### src/rtl/app_tl_tx_req_queue_if.sv
// Signal bundle between the application, the TLP header encoder and app_tl_tx_req_queue.
// slave = queue side, master = application/encoder side.
interface app_tl_tx_req_queue_if #(
    parameter int DEPTH   = 4,
    parameter int DATA_DW = 4
);
    localparam int AW = (DATA_DW > 1) ? $clog2(DATA_DW) : 1;
    localparam int CW = $clog2(DEPTH) + 1;

    logic                   req_valid, req_ready;
    logic [2:0]             req_kind;
    logic                   req_addr64, req_write, req_cfg_type;
    logic [15:0]            req_device_id, req_requester_id, req_dest_bdf;
    logic [7:0]             req_tag;
    logic [11:0]            req_byte_count;
    logic [63:0]            req_addr;
    logic [32*DATA_DW-1:0]  req_data;
    logic [9:0]             req_cfg_dw;
    logic [2:0]             req_cpl_status;
    logic [7:0]             req_msg_code;
    logic                   fsm_started, fsm_finished;
    logic [AW-1:0]          data_address;
    logic [2:0]             fmt_reg;
    logic [4:0]             type_reg;
    logic [7:0]             tag_reg;
    logic [15:0]            device_id_reg, requester_id_reg, dest_bdf_id_reg;
    logic [11:0]            byte_count_reg;
    logic [31:0]            lower_addr_reg, upper_addr_reg, data_reg;
    logic [9:0]             config_dw_number_reg;
    logic [2:0]             completion_status_reg;
    logic [7:0]             message_code_reg;
    logic                   valid_reg;
    logic                   cpl_rx_valid;
    logic [7:0]             cpl_rx_tag;
    logic                   tag_err;
    logic [CW-1:0]          q_count;

    modport slave (
        input  req_valid, req_kind, req_addr64, req_write, req_cfg_type,
               req_device_id, req_requester_id, req_dest_bdf, req_tag, req_byte_count,
               req_addr, req_data, req_cfg_dw, req_cpl_status, req_msg_code,
               fsm_started, fsm_finished, data_address, cpl_rx_valid, cpl_rx_tag,
        output req_ready, fmt_reg, type_reg, tag_reg, device_id_reg, requester_id_reg,
               dest_bdf_id_reg, byte_count_reg, lower_addr_reg, upper_addr_reg,
               config_dw_number_reg, completion_status_reg, message_code_reg,
               data_reg, valid_reg, tag_err, q_count
    );

    modport master (
        output req_valid, req_kind, req_addr64, req_write, req_cfg_type,
               req_device_id, req_requester_id, req_dest_bdf, req_tag, req_byte_count,
               req_addr, req_data, req_cfg_dw, req_cpl_status, req_msg_code,
               fsm_started, fsm_finished, data_address, cpl_rx_valid, cpl_rx_tag,
        input  req_ready, fmt_reg, type_reg, tag_reg, device_id_reg, requester_id_reg,
               dest_bdf_id_reg, byte_count_reg, lower_addr_reg, upper_addr_reg,
               config_dw_number_reg, completion_status_reg, message_code_reg,
               data_reg, valid_reg, tag_err, q_count
    );
endinterface

### src/rtl/app_tl_tx_req_queue.sv
// TX request queue: builds fmt/type/tag at enqueue, FIFOs requests, presents the head to the encoder.
// Macro APP_TL_TX_TAG_POOL_EN selects a free-bitmap tag pool instead of the rolling tag counter.
module app_tl_tx_req_queue #(
    parameter int DEPTH   = 4,
    parameter int DATA_DW = 4,
    parameter int TAG_W   = 5
) (
    input  logic                   clk,
    input  logic                   rst,
    app_tl_tx_req_queue_if.slave   bus
);
    localparam int PW = $clog2(DEPTH);
    localparam int CW = PW + 1;

    typedef struct packed {
        logic [2:0]               fmt;
        logic [4:0]               typ;
        logic [7:0]               tag;
        logic [15:0]              dev_id;
        logic [15:0]              req_id;
        logic [15:0]              dest_bdf;
        logic [11:0]              byte_count;
        logic [63:0]              addr;
        logic [9:0]               cfg_dw;
        logic [2:0]               cpl_status;
        logic [7:0]               msg_code;
        logic [DATA_DW-1:0][31:0] data;
    } entry_t;

    typedef enum logic [1:0] {S_IDLE, S_PRESENT, S_BUSY} state_t;

    entry_t           r_mem [DEPTH];
    entry_t           r_head;
    entry_t           w_new;
    state_t           r_state, w_state_nxt;
    logic [PW-1:0]    r_wr, r_rd;
    logic [CW-1:0]    r_cnt;
    logic             w_kind_ok, w_np, w_push, w_pop, w_tag_avail;
    logic [TAG_W-1:0] w_tag;

    // Non-posted: memory read, io, config. Kinds 5..7 are never accepted.
    assign w_kind_ok = (bus.req_kind <= 3'd4);
    assign w_np      = ((bus.req_kind == 3'd0) && !bus.req_write) ||
                       (bus.req_kind == 3'd1) || (bus.req_kind == 3'd4);
    assign bus.req_ready = rst && (r_cnt < CW'(DEPTH)) && w_kind_ok && (!w_np || w_tag_avail);
    assign w_push    = bus.req_valid && bus.req_ready;

    always_comb begin
        w_new            = '0;
        w_new.fmt        = {1'b0, bus.req_write, (bus.req_kind == 3'd0) && bus.req_addr64};
        case (bus.req_kind)
            3'd1:    w_new.typ = 5'b00010;
            3'd2:    w_new.typ = 5'b10010;
            3'd3:    w_new.typ = 5'b01010;
            3'd4:    w_new.typ = {4'b0010, bus.req_cfg_type};
            default: w_new.typ = 5'b00000;
        endcase
        if (bus.req_kind == 3'd3) w_new.tag = bus.req_tag;
        else if (w_np)            w_new.tag = 8'(w_tag);
        w_new.dev_id     = bus.req_device_id;
        w_new.req_id     = bus.req_requester_id;
        w_new.dest_bdf   = bus.req_dest_bdf;
        w_new.byte_count = bus.req_byte_count;
        w_new.addr       = bus.req_addr;
        w_new.cfg_dw     = bus.req_cfg_dw;
        w_new.cpl_status = bus.req_cpl_status;
        w_new.msg_code   = bus.req_msg_code;
        w_new.data       = bus.req_data;
    end

    always_ff @(posedge clk) begin
        if (w_push) r_mem[r_wr] <= w_new;
    end

    always_comb begin
        w_state_nxt = r_state;
        w_pop       = 1'b0;
        case (r_state)
            S_IDLE:    if (r_cnt != '0) begin
                           w_pop       = 1'b1;
                           w_state_nxt = S_PRESENT;
                       end
            S_PRESENT: if (bus.fsm_started)  w_state_nxt = S_BUSY;
            S_BUSY:    if (bus.fsm_finished) w_state_nxt = S_IDLE;
            default:   w_state_nxt = S_IDLE;
        endcase
    end

    always_ff @(posedge clk or negedge rst) begin
        if (!rst) begin
            r_state <= S_IDLE;
            r_wr    <= '0;
            r_rd    <= '0;
            r_cnt   <= '0;
            r_head  <= '0;
        end else begin
            r_state <= w_state_nxt;
            r_cnt   <= r_cnt + CW'(w_push) - CW'(w_pop);
            if (w_push) r_wr <= r_wr + 1'b1;
            if (w_pop) begin
                r_rd   <= r_rd + 1'b1;
                r_head <= r_mem[r_rd];
            end
        end
    end

    assign bus.q_count               = r_cnt;
    assign bus.valid_reg             = (r_state == S_PRESENT);
    assign bus.fmt_reg               = r_head.fmt;
    assign bus.type_reg              = r_head.typ;
    assign bus.tag_reg               = r_head.tag;
    assign bus.device_id_reg         = r_head.dev_id;
    assign bus.requester_id_reg      = r_head.req_id;
    assign bus.dest_bdf_id_reg       = r_head.dest_bdf;
    assign bus.byte_count_reg        = r_head.byte_count;
    assign bus.lower_addr_reg        = r_head.addr[31:0];
    assign bus.upper_addr_reg        = r_head.addr[63:32];
    assign bus.config_dw_number_reg  = r_head.cfg_dw;
    assign bus.completion_status_reg = r_head.cpl_status;
    assign bus.message_code_reg      = r_head.msg_code;

    always_comb begin
        bus.data_reg = '0;
        if (32'(bus.data_address) < DATA_DW) bus.data_reg = r_head.data[bus.data_address];
    end

`ifdef APP_TL_TX_TAG_POOL_EN
    localparam int NT = 2**TAG_W;
    logic [NT-1:0] r_free;
    logic          r_tag_err, w_oor, w_rel_bad;

    // Lowest-numbered free tag wins.
    always_comb begin
        w_tag       = '0;
        w_tag_avail = 1'b0;
        for (int i = NT-1; i >= 0; i--) begin
            if (r_free[i]) begin
                w_tag       = i[TAG_W-1:0];
                w_tag_avail = 1'b1;
            end
        end
    end

    assign w_oor     = ((bus.cpl_rx_tag >> TAG_W) != 8'd0);
    assign w_rel_bad = w_oor || r_free[bus.cpl_rx_tag[TAG_W-1:0]];

    always_ff @(posedge clk or negedge rst) begin
        if (!rst) begin
            r_free    <= '1;
            r_tag_err <= 1'b0;
        end else begin
            r_tag_err <= bus.cpl_rx_valid && w_rel_bad;
            if (bus.cpl_rx_valid && !w_rel_bad) r_free[bus.cpl_rx_tag[TAG_W-1:0]] <= 1'b1;
            if (w_push && w_np) r_free[w_tag] <= 1'b0;
        end
    end

    assign bus.tag_err = r_tag_err;
`else
    logic [TAG_W-1:0] r_tag_cnt;
    wire              w_unused_cpl = &{1'b0, bus.cpl_rx_valid, bus.cpl_rx_tag};

    assign w_tag       = r_tag_cnt;
    assign w_tag_avail = 1'b1;
    assign bus.tag_err = 1'b0;

    always_ff @(posedge clk or negedge rst) begin
        if (!rst)               r_tag_cnt <= '0;
        else if (w_push && w_np) r_tag_cnt <= r_tag_cnt + 1'b1;
    end
`endif
endmodule
### src/flat_wrapper.sv
// flat-port wrapper written by rule: the top's interface ports become plain ports
module app_tl_tx_req_queue_flat 
#(
    parameter int DEPTH   = 4,
    parameter int DATA_DW = 4,
    parameter int TAG_W   = 5
)
  (clk, rst, bus_req_valid, bus_req_kind, bus_req_addr64, bus_req_write, bus_req_cfg_type, bus_req_device_id, bus_req_requester_id, bus_req_dest_bdf, bus_req_tag, bus_req_byte_count, bus_req_addr, bus_req_data, bus_req_cfg_dw, bus_req_cpl_status, bus_req_msg_code, bus_fsm_started, bus_fsm_finished, bus_data_address, bus_cpl_rx_valid, bus_cpl_rx_tag, bus_req_ready, bus_fmt_reg, bus_type_reg, bus_tag_reg, bus_device_id_reg, bus_requester_id_reg, bus_dest_bdf_id_reg, bus_byte_count_reg, bus_lower_addr_reg, bus_upper_addr_reg, bus_config_dw_number_reg, bus_completion_status_reg, bus_message_code_reg, bus_data_reg, bus_valid_reg, bus_tag_err, bus_q_count);
  app_tl_tx_req_queue_if #(.DEPTH(DEPTH), .DATA_DW(DATA_DW)) bus_i ();
  input  logic clk;
  input  logic rst;
  input wire logic [$bits(bus_i.req_valid)-1:0] bus_req_valid;
  input wire logic [$bits(bus_i.req_kind)-1:0] bus_req_kind;
  input wire logic [$bits(bus_i.req_addr64)-1:0] bus_req_addr64;
  input wire logic [$bits(bus_i.req_write)-1:0] bus_req_write;
  input wire logic [$bits(bus_i.req_cfg_type)-1:0] bus_req_cfg_type;
  input wire logic [$bits(bus_i.req_device_id)-1:0] bus_req_device_id;
  input wire logic [$bits(bus_i.req_requester_id)-1:0] bus_req_requester_id;
  input wire logic [$bits(bus_i.req_dest_bdf)-1:0] bus_req_dest_bdf;
  input wire logic [$bits(bus_i.req_tag)-1:0] bus_req_tag;
  input wire logic [$bits(bus_i.req_byte_count)-1:0] bus_req_byte_count;
  input wire logic [$bits(bus_i.req_addr)-1:0] bus_req_addr;
  input wire logic [$bits(bus_i.req_data)-1:0] bus_req_data;
  input wire logic [$bits(bus_i.req_cfg_dw)-1:0] bus_req_cfg_dw;
  input wire logic [$bits(bus_i.req_cpl_status)-1:0] bus_req_cpl_status;
  input wire logic [$bits(bus_i.req_msg_code)-1:0] bus_req_msg_code;
  input wire logic [$bits(bus_i.fsm_started)-1:0] bus_fsm_started;
  input wire logic [$bits(bus_i.fsm_finished)-1:0] bus_fsm_finished;
  input wire logic [$bits(bus_i.data_address)-1:0] bus_data_address;
  input wire logic [$bits(bus_i.cpl_rx_valid)-1:0] bus_cpl_rx_valid;
  input wire logic [$bits(bus_i.cpl_rx_tag)-1:0] bus_cpl_rx_tag;
  output wire logic [$bits(bus_i.req_ready)-1:0] bus_req_ready;
  output wire logic [$bits(bus_i.fmt_reg)-1:0] bus_fmt_reg;
  output wire logic [$bits(bus_i.type_reg)-1:0] bus_type_reg;
  output wire logic [$bits(bus_i.tag_reg)-1:0] bus_tag_reg;
  output wire logic [$bits(bus_i.device_id_reg)-1:0] bus_device_id_reg;
  output wire logic [$bits(bus_i.requester_id_reg)-1:0] bus_requester_id_reg;
  output wire logic [$bits(bus_i.dest_bdf_id_reg)-1:0] bus_dest_bdf_id_reg;
  output wire logic [$bits(bus_i.byte_count_reg)-1:0] bus_byte_count_reg;
  output wire logic [$bits(bus_i.lower_addr_reg)-1:0] bus_lower_addr_reg;
  output wire logic [$bits(bus_i.upper_addr_reg)-1:0] bus_upper_addr_reg;
  output wire logic [$bits(bus_i.config_dw_number_reg)-1:0] bus_config_dw_number_reg;
  output wire logic [$bits(bus_i.completion_status_reg)-1:0] bus_completion_status_reg;
  output wire logic [$bits(bus_i.message_code_reg)-1:0] bus_message_code_reg;
  output wire logic [$bits(bus_i.data_reg)-1:0] bus_data_reg;
  output wire logic [$bits(bus_i.valid_reg)-1:0] bus_valid_reg;
  output wire logic [$bits(bus_i.tag_err)-1:0] bus_tag_err;
  output wire logic [$bits(bus_i.q_count)-1:0] bus_q_count;
  assign bus_i.req_valid = bus_req_valid;
  assign bus_i.req_kind = bus_req_kind;
  assign bus_i.req_addr64 = bus_req_addr64;
  assign bus_i.req_write = bus_req_write;
  assign bus_i.req_cfg_type = bus_req_cfg_type;
  assign bus_i.req_device_id = bus_req_device_id;
  assign bus_i.req_requester_id = bus_req_requester_id;
  assign bus_i.req_dest_bdf = bus_req_dest_bdf;
  assign bus_i.req_tag = bus_req_tag;
  assign bus_i.req_byte_count = bus_req_byte_count;
  assign bus_i.req_addr = bus_req_addr;
  assign bus_i.req_data = bus_req_data;
  assign bus_i.req_cfg_dw = bus_req_cfg_dw;
  assign bus_i.req_cpl_status = bus_req_cpl_status;
  assign bus_i.req_msg_code = bus_req_msg_code;
  assign bus_i.fsm_started = bus_fsm_started;
  assign bus_i.fsm_finished = bus_fsm_finished;
  assign bus_i.data_address = bus_data_address;
  assign bus_i.cpl_rx_valid = bus_cpl_rx_valid;
  assign bus_i.cpl_rx_tag = bus_cpl_rx_tag;
  assign bus_req_ready = bus_i.req_ready;
  assign bus_fmt_reg = bus_i.fmt_reg;
  assign bus_type_reg = bus_i.type_reg;
  assign bus_tag_reg = bus_i.tag_reg;
  assign bus_device_id_reg = bus_i.device_id_reg;
  assign bus_requester_id_reg = bus_i.requester_id_reg;
  assign bus_dest_bdf_id_reg = bus_i.dest_bdf_id_reg;
  assign bus_byte_count_reg = bus_i.byte_count_reg;
  assign bus_lower_addr_reg = bus_i.lower_addr_reg;
  assign bus_upper_addr_reg = bus_i.upper_addr_reg;
  assign bus_config_dw_number_reg = bus_i.config_dw_number_reg;
  assign bus_completion_status_reg = bus_i.completion_status_reg;
  assign bus_message_code_reg = bus_i.message_code_reg;
  assign bus_data_reg = bus_i.data_reg;
  assign bus_valid_reg = bus_i.valid_reg;
  assign bus_tag_err = bus_i.tag_err;
  assign bus_q_count = bus_i.q_count;
  app_tl_tx_req_queue #(.DEPTH(DEPTH), .DATA_DW(DATA_DW), .TAG_W(TAG_W)) u_core (.clk(clk), .rst(rst), .bus(bus_i));
endmodule
### config.mk
export PLATFORM = sky130hd
export DESIGN_NAME = app_tl_tx_req_queue_flat
export DESIGN_NICKNAME = d
export VERILOG_FILES = /design/src/rtl/app_tl_tx_req_queue_if.sv /design/src/rtl/app_tl_tx_req_queue.sv /design/src/flat_wrapper.sv
export SDC_FILE = /design/constraint.sdc
export NUM_CORES = 1
export LEC_CHECK = 0
export ABC_CLOCK_PERIOD_IN_PS = 18500
export BUFFER_PORTS_ARGS = -buffer_cell sky130_fd_sc_hd__buf_2
export CORE_ASPECT_RATIO = 1.2
export CORE_UTILIZATION = 55
export CTS_BUF_LIST = sky130_fd_sc_hd__clkbuf_4 sky130_fd_sc_hd__clkbuf_8
export DETAILED_ROUTE_END_ITERATION = 16
export MAX_ROUTING_LAYER = met4
export PLACE_DENSITY = 0.71
export SYNTH_ARGS = -nofsm -noshare
export SYNTH_HDL_FRONTEND = slang
export SYNTH_SLANG_ARGS = --single-unit
### constraint.sdc
create_clock -name clk -period 18.5 [get_ports clk]
set_input_delay 3.7 -clock clk [delete_from_list [all_inputs] [get_ports clk]]
set_output_delay 3.7 -clock clk [all_outputs]
set_load 0.05 [all_outputs]
==> impl_metrics.env <==
export IMPL_clkTransAtPathRegs_ns=0.06
export IMPL_drc=0
export IMPL_crit_path_start="bus_data_address[0]"
export IMPL_ys_seq_area_share_pct=76.5
export IMPL_final_period_utilization_pct=48.8
export IMPL_antenna_found_initial=67
export IMPL_crit_arrival_ns=5.32
export IMPL_synth_avg_cell_area_um2=18.3
export IMPL_regArea_um2=42200
export IMPL_crit_type="in -> out"
export IMPL_cts_made_buffers=210
export IMPL_slew_limit_headroom_pct=21.8
export IMPL_r2r_end="u_core.r_rd[1]"
export IMPL_drt_iter0_drc=1917
export IMPL_switching_share_pct=35.2
export IMPL_die_h_um=349
export IMPL_hold_buffers=0
export IMPL_status="finished, final reports clean"
export IMPL_rsz0062_at_grt="no"
export IMPL_cts_max_path_buffers=3
export IMPL_cts_resized_gates=0
export IMPL_fmax_mhz=111
export IMPL_reg2reg_slack_ns=14.32
export IMPL_p_int_mw=6.51
export IMPL_cp_end_kind="primary output"
export IMPL_gr_total_overflow=0
export IMPL_cp_start_kind="primary input"
export IMPL_setup_tns_ns=0
export IMPL_wl_per_cell_um=23.0
export IMPL_hold_viol_final=0
export IMPL_cap_violations=0
export IMPL_synth_area_um2=55100
export IMPL_first_pass_iters=5
export IMPL_synth_warning_count=0
export IMPL_tightest_slew_ns=1.17
export IMPL_setup_slack_ns=9.48
export IMPL_postCtsSetupBuffers=0
export IMPL_track_usage_pct=23.8
export IMPL_synth_top_area_share_pct=62.8
export IMPL_p_sw_mw=3.54
export IMPL_grt_pass1_wl_um=174000
export IMPL_cts_tree="built"
export IMPL_insertion_delay_ns=0.92
export IMPL_synthCells=3006
export IMPL_cts_sinks=1454
export IMPL_hold_path_class="reg -> reg"
export IMPL_synth_top_area_cell="edfxtp_1"
export IMPL_vias=27200
export IMPL_synth_seq_cells=1454
export IMPL_ant_nets=0
export IMPL_syn2layout_area_growth_pct=12.9
export IMPL_utilization_pct=62.9
export IMPL_nets=3750
export IMPL_peakVddDrop_mv=0.122
export IMPL_dp_slack_ns=9.45
export IMPL_grt_max_degree=127
export IMPL_dp_cells=4507
export IMPL_h_tree_depth=4
export IMPL_max_flop_register="u_core.r_mem"
export IMPL_finalCriticalPeriod_ns=9.02
export IMPL_num_rows=126
export IMPL_r2r_start="u_core.bus.q_count[1]"
export IMPL_worstPathMaxFanout=32
export IMPL_largest_register_ffs=1152
export IMPL_clock_skew_ns=0.0399
export IMPL_drive_above_1_share_pct=33.6
export IMPL_drt_vias_per_instance=5.48
export IMPL_synth_cell_type_count=32
export IMPL_wl_um=114000
export IMPL_port_buffers=490
export IMPL_core_area_um2=98800
export IMPL_die_x_um=291
export IMPL_p_leak_nw=23.5
export IMPL_io_pins=502
export IMPL_p_seq_share_pct=42.7
export IMPL_initial_core_util_pct=55.7
export IMPL_nFillCells=6892
export IMPL_ys_top_cells_by_area="edfxtp_1 (63%), dfrtp_1 (14%), mux4_2 (13%), nand2_1 (5.9%), buf_4 (2.3%)"
export IMPL_instances_no_fill=4968
export IMPL_p_per_area_nw_per_um2=162
export IMPL_maxSlewViolCount=0
export IMPL_gp_congestion=0.805
export IMPL_die_area_um2=101000
export IMPL_finalPower_mw=10.0
export IMPL_worstPathRequired_ns=14.80
export IMPL_multiInputGateArea_um2=10900
export IMPL_clkPwrFrac_pct=26.2
export IMPL_largest_registers="u_core.r_mem: 1152 flops, u_core.r_head: 128 flops"
export IMPL_endpoint="bus_data_reg[8]"
export IMPL_setup_viol=0
export IMPL_reg2regPathDepth=7
export IMPL_hpwl_um=64900
export IMPL_root_buffer="clkbuf_8"
export IMPL_grt_pass1_vias=29500
export IMPL_power_frac_comb_pct=31.2
[synth_stat cells, drive strengths merged]
cell type and n:
nor2 3, nor4 1, nor4b 1, and3 3, inv 7, clkbuf 25
nand3 3, fa 1, mux4 320, a211oi 1, mux2 1, ha 7
edfxtp 1152, nor2b 1, o21ai 3, and3b 2, and2 8, xnor2 9
conb 1, and4b 1, or3 1, a22o 5, buf 275, dfrtp 302
nand2 869, nor3 1, nor3b 3
[through the flow]
stage | area, µm² | hold slack [ns]
4_1_cts | 62000 | 0.473
3_3_place_gp | 57500 | 0.451
2_1_floorplan | 55100 | 0.440
5_1_grt | 62100 | 0.487
3_5_place_dp | 57500 | 0.457
6_report | 62100 | 0.470
[layer usage]
layer,vias up,track usage [%],wire [µm]
li1,12100,-,-
met3,228,6.69,8670
met5,-,-,0
met1,14000,28.2,43500
met2,900,37.8,58000
met4,0,11.5,4170
[power by group through the flow]
| stage | Clock [mW] | Sequential (mW) | Combinational, mW |
|---|---|---|---|
| finish | 2.63 | 4.29 | 3.13 |
| floorplan | 0 | 4.25 | 2.73 |
| global route | 2.81 | 4.33 | 3.38 |
| global placement | 0 | 4.32 | 3.12 |
| detailed placement | 0 | 4.35 | 3.18 |
| CTS | 2.68 | 4.29 | 3.19 |
[layout make-up]
cell class	instances	share of cell area [%]
inverters	7	0.0544
repair buffers	520	4.45
multi-input cells	1246	17.6
diodes	61	0.246
well taps	1280	2.58
flip-flops and latches	1454	67.8
clock inverters	79	0.830
clock buffers	321	6.39
[worst min-delay path by stage]
| stage | start | slack [ns] | cells after the start | end |
|---|---|---|---|---|
| finish | u_core.bus.completion_status_reg[0] | 0.47 | 2 | u_core.bus.completion_status_reg[0] |
| global route | u_core.r_head[13] | 0.49 | 2 | u_core.r_head[13] |
| CTS | u_core.bus.byte_count_reg[7] | 0.47 | 2 | u_core.bus.byte_count_reg[7] |
| detailed placement | u_core.bus.lower_addr_reg[24] | 0.46 | 2 | u_core.bus.lower_addr_reg[24] |
| global placement | u_core.r_head[95] | 0.45 | 2 | u_core.r_head[95] |
| floorplan | u_core.r_head[64] | 0.44 | 2 | u_core.r_head[64] |
[layout by cell type, fill, tap and decap left out, types with 4 or more instances in the layout]
master	Yosys	layout
clkinv_2	0	32
bufinv_16	0	5
clkbuf_4	0	71
nand2_1	868	868
buf_12	0	6
buf_4	170	24
and2_4	0	4
edfxtp_1	1152	1152
inv_1	6	6
ha_1	7	7
xnor2_1	9	9
diode_2	0	61
clkinv_1	0	34
and2_1	8	4
dfrtp_1	302	300
inv_6	0	4
clkbuf_8	0	250
mux4_2	320	320
a22o_1	5	5
buf_2	87	489
[critical path, cell delays in order]
cell    delay (ns)
buf_2         0.08
buf_4         0.64
mux4_2        0.62
buf_2         0.23
[cell families after synthesis]
logic type / after synthesis / share of synthesized area, %
DFF: 1454 / 76.5
and+or+nand+nor: 897 / 6.25
muxes: 321 / 13.1
buffers and inverters: 307 / 3.61
AOI/OAI and AO/OA: 9 / 0.130
xor gates and xnor gates: 9 / 0.143
adders and majority gates: 8 / 0.195
other: 1 / 0.00681
(Power assumes the default switching activity.)
